===== src/rtl/uc_pkg.sv =====
// Shared encodings for the multicycle control unit and its datapath.
package uc_pkg;

   // Controller states, exposed on ESTADO_ATUAL for debug
   typedef enum logic [4:0] {
      RESET_ST = 5'd0,
      FETCH    = 5'd1,
      DECODE   = 5'd2,
      EXEC_R   = 5'd3,
      EXEC_I   = 5'd4,
      LUI      = 5'd5,
      WB_ALU   = 5'd6,
      ADDR     = 5'd7,
      MEM_RD   = 5'd8,
      WB_MEM   = 5'd9,
      MEM_WR   = 5'd10,
      BRANCH   = 5'd11,
      JAL      = 5'd12,
      TRAP     = 5'd13
   } uc_state_e;

   // Opcodes (IR[6:0])
   localparam logic [6:0] OP_R      = 7'd51;
   localparam logic [6:0] OP_I      = 7'd19;
   localparam logic [6:0] OP_LOAD   = 7'd3;
   localparam logic [6:0] OP_STORE  = 7'd35;
   localparam logic [6:0] OP_BRANCH = 7'd99;
   localparam logic [6:0] OP_LUI    = 7'd55;
   localparam logic [6:0] OP_JAL    = 7'd111;

   localparam logic [6:0] F7_ADD = 7'd0;
   localparam logic [6:0] F7_SUB = 7'd32;

   // ALU operation select
   localparam logic [2:0] ALU_ADD = 3'd1;
   localparam logic [2:0] ALU_SUB = 3'd2;

   // ALU operand muxes
   localparam logic [1:0] SRCA_PC      = 2'd0;
   localparam logic [1:0] SRCA_A       = 2'd1;
   localparam logic [1:0] SRCA_ZERO    = 2'd2;
   localparam logic [1:0] SRCB_B       = 2'd0;
   localparam logic [1:0] SRCB_4       = 2'd1;
   localparam logic [1:0] SRCB_IMM     = 2'd2;
   localparam logic [1:0] SRCB_IMM_SH1 = 2'd3;

   // Register write-back source
   localparam logic [1:0] M2R_ALU = 2'd0;
   localparam logic [1:0] M2R_MDR = 2'd1;
   localparam logic [1:0] M2R_PC  = 2'd2;

   // PC source
   localparam logic [1:0] PCS_ALU    = 2'd0;
   localparam logic [1:0] PCS_ALUOUT = 2'd1;
   localparam logic [1:0] PCS_TRAP   = 2'd2;

   // States that hold a memory request open and wait for MEM_READY
   function automatic logic is_mem_state(input uc_state_e s);
      return (s == FETCH) || (s == MEM_RD) || (s == MEM_WR);
   endfunction

endpackage


===== src/rtl/uc_mem_wait.sv =====
// Memory wait counter: counts not-ready cycles of one access and flags a timeout.
module uc_mem_wait #(
   parameter int unsigned MEM_TO_MAX = 15
) (
   input  logic clk_i,
   input  logic rst_ni,
   input  logic start_i,      // next cycle begins a new access
   input  logic active_i,     // a memory access is pending this cycle
   input  logic mem_ready_i,
   output logic timeout_o     // this is the last allowed not-ready cycle
);

   localparam logic [7:0] LAST = 8'(MEM_TO_MAX - 1);

   logic [7:0] cnt_q, cnt_d;

   // Timeout fires on the MEM_TO_MAX-th not-ready cycle; a ready on that cycle wins
   assign timeout_o = active_i && !mem_ready_i && (cnt_q == LAST);

   // Next count: clear on access entry, else count not-ready cycles
   always_comb begin
      cnt_d = cnt_q;
      if (start_i) begin
         cnt_d = '0;
      end else if (active_i && !mem_ready_i && !timeout_o) begin
         cnt_d = cnt_q + 8'd1;
      end
   end

   // Counter register
   always_ff @(posedge clk_i or negedge rst_ni) begin
      if (!rst_ni) cnt_q <= '0;
      else         cnt_q <= cnt_d;
   end

endmodule


===== src/rtl/uc_multiciclo_param.sv =====
// Multicycle control FSM for the RV64 subset datapath.
module uc_multiciclo_param
   import uc_pkg::*;
#(
   parameter int unsigned XLEN       = 64,
   parameter int unsigned MEM_TO_MAX = 15,
   parameter bit          EN_JAL     = 1'b1
) (
   input  logic        CLK,
   input  logic        RESET_N,
   input  logic [31:0] IR31_0,
   input  logic        Igual,
   input  logic        MEM_READY,
   output logic        PC_WRITE,
   output logic [1:0]  PC_SRC,
   output logic        IR_WIRE,
   output logic        MEM_REQ,
   output logic        DMEM_RW,
   output logic        LOAD_AB,
   output logic [1:0]  ALU_SRCA,
   output logic [1:0]  ALU_SRCB,
   output logic [2:0]  ALU_SELECTOR,
   output logic        LOAD_ALU_OUT,
   output logic        LOAD_MDR,
   output logic        WRITE_REG,
   output logic [1:0]  MEM_TO_REG,
   output logic [4:0]  ESTADO_ATUAL,
   output logic        ILLEGAL,
   output logic        MEM_TIMEOUT
);

   if (!(XLEN == 32 || XLEN == 64)) begin : g_bad_xlen
      $error("uc_multiciclo_param: XLEN must be 32 or 64");
   end

   uc_state_e state_q, state_d;
   logic      illegal_q, illegal_d;
   logic      timeout_q, timeout_d;
   logic      mem_to;
   logic      mem_start;

   logic [6:0] opcode;
   logic [6:0] funct7;
   logic [2:0] funct3;
   logic       unused_ir;

   assign opcode    = IR31_0[6:0];
   assign funct3    = IR31_0[14:12];
   assign funct7    = IR31_0[31:25];
   assign unused_ir = ^{IR31_0[24:15], IR31_0[11:7]};

   assign ESTADO_ATUAL = state_q;
   assign ILLEGAL      = illegal_q;
   assign MEM_TIMEOUT  = timeout_q;

   // A new access starts whenever we move into a request state from elsewhere
   assign mem_start = (state_d != state_q) && is_mem_state(state_d);

   uc_mem_wait #(.MEM_TO_MAX(MEM_TO_MAX)) u_wait (
      .clk_i      (CLK),
      .rst_ni     (RESET_N),
      .start_i    (mem_start),
      .active_i   (is_mem_state(state_q)),
      .mem_ready_i(MEM_READY),
      .timeout_o  (mem_to)
   );

   // Next-state and datapath controls decoded from the current state
   always_comb begin
      state_d      = state_q;
      illegal_d    = illegal_q;
      timeout_d    = timeout_q;
      PC_WRITE     = 1'b0;
      PC_SRC       = PCS_ALU;
      IR_WIRE      = 1'b0;
      MEM_REQ      = 1'b0;
      DMEM_RW      = 1'b0;
      LOAD_AB      = 1'b0;
      ALU_SRCA     = SRCA_PC;
      ALU_SRCB     = SRCB_B;
      ALU_SELECTOR = 3'd0;
      LOAD_ALU_OUT = 1'b0;
      LOAD_MDR     = 1'b0;
      WRITE_REG    = 1'b0;
      MEM_TO_REG   = M2R_ALU;
      case (state_q)
         RESET_ST: state_d = FETCH;
         FETCH: begin
            MEM_REQ = 1'b1;
            if (MEM_READY) begin
               IR_WIRE      = 1'b1;
               ALU_SRCA     = SRCA_PC;
               ALU_SRCB     = SRCB_4;
               ALU_SELECTOR = ALU_ADD;
               PC_WRITE     = 1'b1;
               PC_SRC       = PCS_ALU;
               state_d      = DECODE;
            end else if (mem_to) begin
               timeout_d = 1'b1;
               state_d   = TRAP;
            end
         end
         DECODE: begin
            // Branch target precomputed here while A/B are loaded
            LOAD_AB      = 1'b1;
            ALU_SRCA     = SRCA_PC;
            ALU_SRCB     = SRCB_IMM_SH1;
            ALU_SELECTOR = ALU_ADD;
            LOAD_ALU_OUT = 1'b1;
            case (opcode)
               OP_R:               state_d = EXEC_R;
               OP_I:               state_d = EXEC_I;
               OP_LOAD, OP_STORE:  state_d = ADDR;
               OP_BRANCH:          state_d = BRANCH;
               OP_LUI:             state_d = LUI;
               OP_JAL: begin
                  if (EN_JAL) state_d = JAL;
                  else begin
                     illegal_d = 1'b1;
                     state_d   = TRAP;
                  end
               end
               default: begin
                  illegal_d = 1'b1;
                  state_d   = TRAP;
               end
            endcase
         end
         EXEC_R: begin
            ALU_SRCA = SRCA_A;
            ALU_SRCB = SRCB_B;
            if (funct7 == F7_ADD || funct7 == F7_SUB) begin
               ALU_SELECTOR = (funct7 == F7_SUB) ? ALU_SUB : ALU_ADD;
               LOAD_ALU_OUT = 1'b1;
               state_d      = WB_ALU;
            end else begin
               illegal_d = 1'b1;
               state_d   = TRAP;
            end
         end
         EXEC_I, ADDR, LUI: begin
            ALU_SRCA     = (state_q == LUI) ? SRCA_ZERO : SRCA_A;
            ALU_SRCB     = SRCB_IMM;
            ALU_SELECTOR = ALU_ADD;
            LOAD_ALU_OUT = 1'b1;
            if (state_q != ADDR)       state_d = WB_ALU;
            else if (opcode == OP_LOAD) state_d = MEM_RD;
            else                        state_d = MEM_WR;
         end
         WB_ALU: begin
            WRITE_REG  = 1'b1;
            MEM_TO_REG = M2R_ALU;
            state_d    = FETCH;
         end
         MEM_RD: begin
            MEM_REQ = 1'b1;
            if (MEM_READY) begin
               LOAD_MDR = 1'b1;
               state_d  = WB_MEM;
            end else if (mem_to) begin
               timeout_d = 1'b1;
               state_d   = TRAP;
            end
         end
         WB_MEM: begin
            WRITE_REG  = 1'b1;
            MEM_TO_REG = M2R_MDR;
            state_d    = FETCH;
         end
         MEM_WR: begin
            MEM_REQ = 1'b1;
            DMEM_RW = 1'b1;
            if (MEM_READY) state_d = FETCH;
            else if (mem_to) begin
               timeout_d = 1'b1;
               state_d   = TRAP;
            end
         end
         BRANCH: begin
            ALU_SRCA     = SRCA_A;
            ALU_SRCB     = SRCB_B;
            ALU_SELECTOR = ALU_SUB;
            state_d      = FETCH;
            if ((funct3 == 3'd0 && Igual) || (funct3 == 3'd1 && !Igual)) begin
               PC_WRITE = 1'b1;
               PC_SRC   = PCS_ALUOUT;
            end else if (funct3 > 3'd1) begin
               illegal_d = 1'b1;
               state_d   = TRAP;
            end
         end
         JAL: begin
            // PC already holds the return address (+4 applied in FETCH)
            WRITE_REG  = 1'b1;
            MEM_TO_REG = M2R_PC;
            PC_WRITE   = 1'b1;
            PC_SRC     = PCS_ALUOUT;
            state_d    = FETCH;
         end
         TRAP: begin
            PC_WRITE = 1'b1;
            PC_SRC   = PCS_TRAP;
            state_d  = FETCH;
         end
         default: state_d = RESET_ST;
      endcase
   end

   // State and sticky fault flags
   always_ff @(posedge CLK or negedge RESET_N) begin
      if (!RESET_N) begin
         state_q   <= RESET_ST;
         illegal_q <= 1'b0;
         timeout_q <= 1'b0;
      end else begin
         state_q   <= state_d;
         illegal_q <= illegal_d;
         timeout_q <= timeout_d;
      end
   end

endmodule


===== config.mk =====
export PLATFORM = sky130hd
export DESIGN_NAME = uc_multiciclo_param
export DESIGN_NICKNAME = d
export VERILOG_FILES = /design/src/rtl/uc_pkg.sv /design/src/rtl/uc_mem_wait.sv /design/src/rtl/uc_multiciclo_param.sv
export SDC_FILE = /design/constraint.sdc
export NUM_CORES = 1
export LEC_CHECK = 0
export ABC_CLOCK_PERIOD_IN_PS = 2800
export CORE_ASPECT_RATIO = 0.7
export CORE_MARGIN = 3
export CORE_UTILIZATION = 43
export CTS_BUF_LIST = sky130_fd_sc_hd__clkbuf_4 sky130_fd_sc_hd__clkbuf_8 sky130_fd_sc_hd__clkbuf_16
export DETAILED_ROUTE_END_ITERATION = 8
export PLACE_DENSITY = 0.8
export SETUP_SLACK_MARGIN = 0.3
export SLEW_MARGIN = 20
export SYNTH_ARGS = -nofsm -noshare
export SYNTH_HDL_FRONTEND = slang
export SYNTH_SLANG_ARGS = --single-unit

===== constraint.sdc =====
create_clock -name CLK -period 2.8 [get_ports CLK]
set_input_delay 0.56 -clock CLK [delete_from_list [all_inputs] [get_ports CLK]]
set_output_delay 0.56 -clock CLK [all_outputs]
set_load 0.03 [all_outputs]

==> results.cfg <==
[status]
status = completed

[clock_network]
cts_tree = built
clock_latency_ps = 250
cts.reportedPaths.clkPinSlew_ps = 60
ctsLongestPathBuffers = 2
cts-root-buf = clkbuf_8
clock-sinks = 15
cts_buffers = 3
postCtsHoldBufs = 0
cts.htree.levels = 1

[critical_path]
required_ps = 2990
worstSetupPathType = primary input to flip-flop
critPathLaunch = IR31_0[25]
crit_path_end = u_wait.cnt_q[0]$_DFFE_PN0P_
reg2reg_depth = 10
path_max_fanout = 6
worstSetupStartpointType = primary input
r2r_start = ESTADO_ATUAL[0]$_DFF_PN0_
crit_arrival_ps = 2840
r2r_slack_ps = 180
r2r-end = u_wait.cnt_q[7]$_DFFE_PN0P_
cp-end-kind = flip-flop

[sta]
fin_skew_ps = 1.31
grt_setup_unrepaired = true
finalMaxSlewViolations = 0
finalCriticalPeriod_ps = 2650
fin_crit_sh_pct = 94.5
fmax_mhz = 378
hold_viol = 0
slew_headroom_pct = 53.2
finalSetupViolCount = 0
worst_slew_pin_slew_ps = 699

[synth]
synth_edf_count = 0
postSynthAreaPerCell_um2 = 7.97
ys_ff_latch = 15
syn_inst = 190
yosysSeqAreaShare_pct = 24.8
synthesis.area_um2 = 1520
ys_async_sr_fraction_pct = 100
yosysUniqueCellTypes = 61
synth-main-ff-cell = dfrtp_1
ys_warn_count = 0

[place]
hpwlAfterDp_mm = 3.58
portBuffers = 45
placed_cells = 301
gp_congestion = 0.876

[routing]
via_count = 1935
dr.first_iter.drc_count = 192
post-route-drc-count = 0
wl_per_cell_um = 18.7
drtPass1Iterations = 8
drtAntennaViolNets = 0
vias_per_cell = 5.97
routed_wl_mm = 6.07

[floorplan]
core_area_um2 = 3250
io_pins = 62
initial_core_util_pct = 46.6
die_x_um = 77.0
die_h_um = 55.7
fp.dieArea_um2 = 4280
rows = 17

[global_route]
gr-usage-all-layers_pct = 25.4
grt_overflow = 0
grt_pass1_vias = 1823
grt_pass1_wl_mm = 8.84
grt_max_degree = 16
antenna_found_initial = 0

[min_path]
hold_path.class = flip-flop to flip-flop

[layout]
nFillCells = 207
fin_util_pct = 80.9
syn_to_final_growth_pct = 73.7
layoutNonFillerInstCount = 324
drive_gt1_share_pct = 43.3
layout_commonest_cell = buf_4
final_cell_mix = buf_4 (41), nor2_1 (15), nand2_1 (14)
antenna_cells = 0
nets = 316

[power]
power_density_nw_per_um2 = 876
leakagePower_nw = 1.21
peakVddDrop_mv = 0.634

[flow_run]
drv_cap = 0
worst max-delay path: stages:
cell	delay (ps)
buf_6	90
nor4_4	290
nand2_1	130
buf_4	150
o21a_1	160
or3_1	350
or4_4	600
nor3_4	210
buf_4	160
mux2_2	130
worst min-delay path by stage:
stage                       startpoint  cells after the start                         to  slack (ps)
2_1_floorplan                  RESET_N                      0  ESTADO_ATUAL[0]$_DFF_PN0_         260
3_3_place_gp       ILLEGAL$_DFFE_PN0P_                      1        ILLEGAL$_DFFE_PN0P_         450
3_5_place_dp       ILLEGAL$_DFFE_PN0P_                      1        ILLEGAL$_DFFE_PN0P_         460
4_1_cts            ILLEGAL$_DFFE_PN0P_                      1        ILLEGAL$_DFFE_PN0P_         470
5_1_grt        MEM_TIMEOUT$_DFFE_PN0P_                      1    MEM_TIMEOUT$_DFFE_PN0P_         500
6_report           ILLEGAL$_DFFE_PN0P_                      1        ILLEGAL$_DFFE_PN0P_         470
kinds of logic (layout without fill, tap and decap cells):
kind of cell    count (synthesis)  count (layout)  share of synthesized area [%]
other cells                     1               2                          0.247
buf+inv                        22             108                           7.51
compound gates                 44              44                           22.1
fa+ha+maj                       2               2                           1.65
flops                          15              15                           24.8
mux                             2               2                           1.49
simple gates                   96              96                           37.6
xor+xnor                        8               8                           4.62
power by group:
group | switching [W] | total [W] | leakage (nW) | internal (W)
Clock | 0.0000760 | 0.000187 | 0.0262 | 0.000111
Combinational | 0.000959 | 0.00177 | 0.996 | 0.000809
Sequential | 0.0000836 | 0.000352 | 0.190 | 0.000268
Total | 0.00112 | 0.00231 | 1.21 | 0.00119
state kept, by name (all words and copies together) (netlist names):
name / flops
ESTADO_ATUAL: 5
ILLEGAL: 1
MEM_TIMEOUT: 1
u_wait.cnt_q: 8
metal layers:
metal | track usage (%) | up-vias | share of wire, % | wire [um]
met1 | 31.6 | 905 | 40 | 2410
li1 | - | 872 | - | -
met5 | 0 | - | 0 | 0
met4 | 2.58 | 0 | 3.8 | 231
met3 | 7.77 | 22 | 10 | 606
met2 | 44.8 | 136 | 46 | 2820
timing repair:
item,CTS,global route
buffers inserted,14,5
endpoints found under the setup margin,24,20
gates resized for setup,62,38
pin swaps,19,16
Yosys cell counts (4+ instances only):
cell type / instances / area [um2]
inv_1: 9 / 33.8
nand2b_1: 8 / 50.1
or3_1: 5 / 31.3
nor2_1: 18 / 67.6
or2_2: 6 / 37.5
a21o_1: 4 / 30.0
nand3_1: 4 / 20.0
nand4_1: 6 / 37.5
xnor2_1: 5 / 43.8
buf_2: 4 / 20.0
nor3_1: 7 / 35.0
nand2_1: 15 / 56.3
dfrtp_1: 15 / 375
a21oi_1: 10 / 50.1
a2111oi_0: 4 / 35.0
through the flow:
step	worst slack, ps	hold WS (ps)	setup TNS, ps	area [um2]	power, W
6_report	153	466	0	2630	0.00231
5_1_grt	103	496	0	2630	0.00242
4_1_cts	148	470	0	2490	0.00202
3_5_place_dp	-418	456	-3480	2230	0.00161
3_3_place_gp	-377	453	-3260	2230	0.00159
2_1_floorplan	234	264	0	1580	0.00115
area by class of cell:
| type | count | area [um2] | share of cell area (%) |
|---|---|---|---|
| tap | 47 | 58.8 | 2.23 |
| timing repair buffer | 94 | 833 | 31.7 |
| clock buffer | 4 | 48.8 | 1.85 |
| inverter | 10 | 37.5 | 1.43 |
| multi-input combinational | 154 | 1270 | 48.3 |
| sequential | 15 | 382 | 14.5 |
No activity file was read; power rests on OpenSTA's default activity.
